`config.mk`:
```
export PLATFORM = sky130hd
export DESIGN_NAME = sc_collision_scanner
export DESIGN_NICKNAME = d
export VERILOG_FILES = /design/src/rtl/sc_collision_scanner_pkg.sv /design/src/rtl/sc_row_overlap.sv /design/src/rtl/sc_collision_scanner.sv
export SDC_FILE = /design/constraint.sdc
export NUM_CORES = 1
export LEC_CHECK = 0
export CAP_MARGIN = 20
export CORE_MARGIN = 4
export CORE_UTILIZATION = 49
export DETAILED_ROUTE_END_ITERATION = 7
export PLACE_DENSITY = 0.83
export SYNTH_ARGS = -nofsm -noshare
export SYNTH_HDL_FRONTEND = slang
export SYNTH_SLANG_ARGS = --single-unit
```
`constraint.sdc`:
```
create_clock -name SC_CollisionScanner_CLOCK_50 -period 2.7 [get_ports SC_CollisionScanner_CLOCK_50]
set_clock_uncertainty 0.2 [all_clocks]
set_input_delay 0.54 -clock SC_CollisionScanner_CLOCK_50 [delete_from_list [all_inputs] [get_ports SC_CollisionScanner_CLOCK_50]]
set_output_delay 0.54 -clock SC_CollisionScanner_CLOCK_50 [all_outputs]
set_load 0.05 [all_outputs]
```
`src/rtl/sc_collision_scanner_pkg.sv`:
```
// Shared definitions for the SC_ collision-scanner blocks.
// Holds the scanner FSM state encoding and the width helpers used to size
// row-address and hit-count buses from the ROWS parameter.
package sc_collision_scanner_pkg;

  // Scanner control states.
  typedef enum logic [1:0] {
    SC_IDLE = 2'd0,
    SC_SCAN = 2'd1,
    SC_DONE = 2'd2
  } scState_t;

  // Bits needed to index rows 0..rows-1 (at least one bit).
  function automatic int addrWidth(input int rows);
    return (rows <= 2) ? 1 : $clog2(rows);
  endfunction

  // Bits needed to hold a count 0..rows.
  function automatic int countWidth(input int rows);
    return $clog2(rows + 1);
  endfunction

endpackage

```
`src/rtl/sc_row_overlap.sv`:
```
// Row overlap test: high when any bit of the player row and obstacle row are
// both set.
// Ports: player/obstacle row masks in, overlap out. Purely combinational.
module sc_row_overlap #(
  parameter int DATAWIDTH = 8
) (
  input  logic [DATAWIDTH-1:0] player,
  input  logic [DATAWIDTH-1:0] obstacle,
  output logic                 overlap
);

  assign overlap = |(player & obstacle);

endmodule

```
`src/rtl/sc_collision_scanner.sv`:
```
// Frame collision scanner: on start, walks rowAddr 0..ROWS-1 one row per
// cycle, counts rows where player and obstacle overlap, remembers the first
// such row, and on completion publishes the results and a sticky active-low
// collision flag (set when the count reaches HIT_THRESHOLD).
// Ports: CLOCK_50 / RESET_InHigh (sync), start/clear requests, per-row
// player/obstacle masks (combinational row source addressed by rowAddr);
// outputs rowAddr, busy, done pulse, collision (active low), hitCount, firstHit.
// All outputs come straight from registers.
module sc_collision_scanner
  import sc_collision_scanner_pkg::*;
#(
  parameter int DATAWIDTH     = 8,
  parameter int ROWS          = 16,
  parameter int HIT_THRESHOLD = 1
) (
  input  logic                          SC_CollisionScanner_CLOCK_50,
  input  logic                          SC_CollisionScanner_RESET_InHigh,
  input  logic                          SC_CollisionScanner_start_InHigh,
  input  logic                          SC_CollisionScanner_clear_InHigh,
  input  logic [DATAWIDTH-1:0]          SC_CollisionScanner_player_InBUS,
  input  logic [DATAWIDTH-1:0]          SC_CollisionScanner_obstacle_InBUS,
  output logic [addrWidth(ROWS)-1:0]    SC_CollisionScanner_rowAddr_OutBUS,
  output logic                          SC_CollisionScanner_busy_OutHigh,
  output logic                          SC_CollisionScanner_done_OutHigh,
  output logic                          SC_CollisionScanner_collision_OutLow,
  output logic [countWidth(ROWS)-1:0]   SC_CollisionScanner_hitCount_OutBUS,
  output logic [addrWidth(ROWS)-1:0]    SC_CollisionScanner_firstHit_OutBUS
);

  localparam int AW = addrWidth(ROWS);
  localparam int CW = countWidth(ROWS);

  scState_t         state;
  scState_t         stateNext;

  logic [AW-1:0]    rowAddr;
  logic             busy;
  logic             done;
  logic             collisionN;
  logic [CW-1:0]    hitCount;
  logic [AW-1:0]    firstHit;

  // Working registers for the scan in progress.
  logic [CW-1:0]    hitWork;
  logic [AW-1:0]    firstWork;
  logic             firstValid;

  logic             rowOverlap;
  logic             lastRow;
  logic             commitHit;

  sc_row_overlap #(
    .DATAWIDTH (DATAWIDTH)
  ) uRowOverlap (
    .player   (SC_CollisionScanner_player_InBUS),
    .obstacle (SC_CollisionScanner_obstacle_InBUS),
    .overlap  (rowOverlap)
  );

  assign lastRow   = (rowAddr == AW'(ROWS - 1));
  // The DONE cycle is where results are committed; a collision decided here
  // takes priority over a clear arriving in the same cycle.
  assign commitHit = (state == SC_DONE) && (hitWork >= CW'(HIT_THRESHOLD));

  // State register.
  always_ff @(posedge SC_CollisionScanner_CLOCK_50) begin
    if (SC_CollisionScanner_RESET_InHigh) begin
      state <= SC_IDLE;
    end else begin
      state <= stateNext;
    end
  end

  // Next-state logic. start outside IDLE is simply not looked at.
  always_comb begin
    stateNext = state;
    case (state)
      SC_IDLE: if (SC_CollisionScanner_start_InHigh) stateNext = SC_SCAN;
      SC_SCAN: if (lastRow) stateNext = SC_DONE;
      SC_DONE: stateNext = SC_IDLE;
      default: stateNext = SC_IDLE;
    endcase
  end

  // Datapath and registered outputs.
  always_ff @(posedge SC_CollisionScanner_CLOCK_50) begin
    if (SC_CollisionScanner_RESET_InHigh) begin
      rowAddr    <= '0;
      busy       <= 1'b0;
      done       <= 1'b0;
      collisionN <= 1'b1;
      hitCount   <= '0;
      firstHit   <= '0;
      hitWork    <= '0;
      firstWork  <= '0;
      firstValid <= 1'b0;
    end else begin
      // busy/done are registered copies of the state being entered, so they
      // line up with the state the FSM is actually in.
      busy <= (stateNext != SC_IDLE);
      done <= (stateNext == SC_DONE);

      case (state)
        SC_IDLE: begin
          rowAddr <= '0;
          if (SC_CollisionScanner_start_InHigh) begin
            hitWork    <= '0;
            firstWork  <= '0;
            firstValid <= 1'b0;
          end
        end
        SC_SCAN: begin
          // Hold at the last row; the address returns to 0 via DONE->IDLE.
          if (!lastRow) begin
            rowAddr <= rowAddr + AW'(1);
          end
          if (rowOverlap) begin
            if (hitWork != CW'(ROWS)) begin
              hitWork <= hitWork + CW'(1);
            end
            if (!firstValid) begin
              firstWork  <= rowAddr;
              firstValid <= 1'b1;
            end
          end
        end
        SC_DONE: begin
          rowAddr  <= '0;
          hitCount <= hitWork;
          firstHit <= firstValid ? firstWork : '0;
        end
        default: begin
          rowAddr <= '0;
        end
      endcase

      if (commitHit) begin
        collisionN <= 1'b0;
      end else if (SC_CollisionScanner_clear_InHigh) begin
        collisionN <= 1'b1;
      end
    end
  end

  assign SC_CollisionScanner_rowAddr_OutBUS   = rowAddr;
  assign SC_CollisionScanner_busy_OutHigh     = busy;
  assign SC_CollisionScanner_done_OutHigh     = done;
  assign SC_CollisionScanner_collision_OutLow = collisionN;
  assign SC_CollisionScanner_hitCount_OutBUS  = hitCount;
  assign SC_CollisionScanner_firstHit_OutBUS  = firstHit;

endmodule

```
==> results of run 1 <==
[flip-flops by register name, indices dropped and copies added, names as in the netlist]
| register | count |
|---|---|
| SC_CollisionScanner_hitCount_OutBUS | 5 |
| hitWork | 5 |
| SC_CollisionScanner_firstHit_OutBUS | 4 |
| SC_CollisionScanner_rowAddr_OutBUS | 4 |
| firstWork | 4 |
| state | 2 |
| SC_CollisionScanner_busy_OutHigh | 1 |
| SC_CollisionScanner_collision_OutLow | 1 |
| SC_CollisionScanner_done_OutHigh | 1 |
| firstValid | 1 |
[routing by layer]
layer	part of all wire	routed length, um	vias to the layer above	track usage
met2	0.51	1410	27	0.313
met1	0.44	1220	509	0.202
met5	0	0	-	0
li1	-	-	564	-
met4	0.013	36	0	0.0828
met3	0.036	101	2	0.0249
[final cells by class]
class / instances / area [um2] / share of cell area
Multi-Input combinational cell: 100 / 592 / 0.363
Sequential cell: 28 / 561 / 0.344
Timing Repair Buffer: 38 / 373 / 0.229
Tap cell: 28 / 35.0 / 0.0215
Clock inverter: 1 / 30.0 / 0.0184
Clock buffer: 3 / 22.5 / 0.0138
Inverter: 5 / 18.8 / 0.0115
[cells by family (layout without fill, tap and decap cells)]
family	count (synthesis)	count (layout)	share of synthesized area
compound gates	35	35	0.199
xor+xnor	1	1	0.00729
fa+ha+maj	4	4	0.0416
buf+inv	11	47	0.0416
flops	28	28	0.466
mux	2	2	0.0166
simple gates	58	58	0.228
[metrics by stage]
stage,hold WS (ns),total power [W],setup slack (ns),instances,utilization
finish,0.266,0.000789,0.307,203,0.717
CTS,0.268,0.000798,0.292,203,0.717
global route,0.294,0.000825,0.225,203,0.717
global placement,0.242,0.000521,0.445,199,0.694
floorplan,0.248,0.000480,0.895,139,-
detailed placement,0.248,0.000524,0.404,199,0.694
[where the power goes]
part	switching (W)	internal [W]
combinational	0.0000401	0.0000468
sequential	0.00000943	0.000420
clock	0.000123	0.000150
[path summary, 6_finish.rpt]
check	end	slack, ns	depth (start not counted)
min reg2reg	SC_CollisionScanner_firstHit_OutBUS[0]	0.27	2
max reg2reg	hitWork[4]	0.97	6
min	SC_CollisionScanner_firstHit_OutBUS[0]	0.27	2
max	SC_CollisionScanner_rowAddr_OutBUS[0]	0.31	1
[cells in the mapped netlist (all sizes together), types with 2 or more instances]
library cell | n | share of area
dfxtp | 28 | 0.47
nand2 | 26 | 0.081
a21oi | 16 | 0.067
nand3 | 9 | 0.037
nor2 | 9 | 0.028
inv | 5 | 0.016
a41o | 4 | 0.033
clkbuf | 4 | 0.012
ha | 4 | 0.042
nor3 | 4 | 0.017
nand2b | 3 | 0.024
a21o | 2 | 0.019
a22oi | 2 | 0.012
buf | 2 | 0.014
mux2i | 2 | 0.017
o21ai | 2 | 0.0083
==> run metrics, run 1 <==
Final Max Slew Viols 0; layout cells sized above 1 0.0571; vias in the first global route 1085; Max Cap Violations 0; Peak Freq 0.418 GHz; status complete, no violations; Worst Path Arrival 1.65 ns; synth warn 0; antenna cells 0; Worst setup SP type flop; CP Max Fanout 6; Layout Nets 200; Core Area 0.00228 mm2; Post-CTS Hold Buffers 0; Fill cells 181; relative slew slack 0.667; CTS buffer count 3; clk_lat worst skew 0.33 ns; Post-CTS Setup Bufs 0; Critical Path Source SC_CollisionScanner_rowAddr_OutBUS[0]; CP max stage cell clkdlybuf4s50_1; gr usage total 0.175; sequential area share after synthesis 0.466; dpl cell area 0.00158 mm2; hold crit path type flop to flop; setup TNS 0 ns; Remaining Overflow, GRT 0; global-route wire length before repair 4550 um; Die Y-Extent 57.5 um; area delta synth->final 35.7%; PwrDens 484 mW/mm2; CTS tree done; CP max stage delay 0.85 ns; RSZ-0062 raised after global routing no; Tmin final 2.39 ns; port bufs 35; Final HPWL DP 2160 um; row count 17; VDD IR max 0.453 mV; Critical Path End Type output pin; FF+latch count, synth 28; DRT antenna net count 0; hold path startpoint SC_CollisionScanner_firstHit_OutBUS[0]; Leak 0.646 nW; final estimated routing congestion in global placement 0.781; dominant synthesized flop cell dfxtp_1; largest net degree at the start of global routing 17; Root Buffer clkbuf_4; Die ar. 0.00331 mm2; net count after synthesis 163; Cell Area, Synth 0.00120 mm2; EDFF count, synth 0; vias post-DR 1102; Via density 5.43; DRT iter0 DRCs 26; Post-Syn Instances 139; Initial Util 0.528; Longest Clk Path Bufs 2; critical path, cell by cell clkdlybuf4s50_1; Period Utilization, post-route 0.886; most common cell after layout, fill and taps aside clkdlybuf4s50_1; # DRC 0; DRT Pass-1 Iters 4; Crit path max-delay family buffers and inverters; commonest cells after routing, fill and taps aside clkdlybuf4s50_1 (35), dfxtp_1 (28), nand2_1 (26); Buf/Inv on CP 1; post-route cell area 0.00163 mm2; WL/cell 13.6 um; Final setup viols 0; CTS H-tree lvls 1; Async S/R FF share, synth 0; I/O pins 36; PostCTS Resize Cnt 0; critical path type flop to output pin; worst-margin pin slew 0.497 ns; Hold Vio Cnt, Final 0; Die Wd 57.5 um; synth unique cells 37; initial antenna violation count 0; final WL 2770 um; clock sinks 28; Reg2Reg Launch Point hitWork[0]; Avg Cell Area, Syn 8.65 um2; CP required 1.96 ns; clock slew seen by the registers of the worst setup and hold paths 0.15 ns
No activity file was read; power rests on OpenSTA's default activity.
==> run 2, diff against run 1 <==
CTS_CLUSTER_DIAMETER = 150   (was unset)
==> results of run 2 <==
The final DEF is identical to that of run 1; final timing and power are the same.
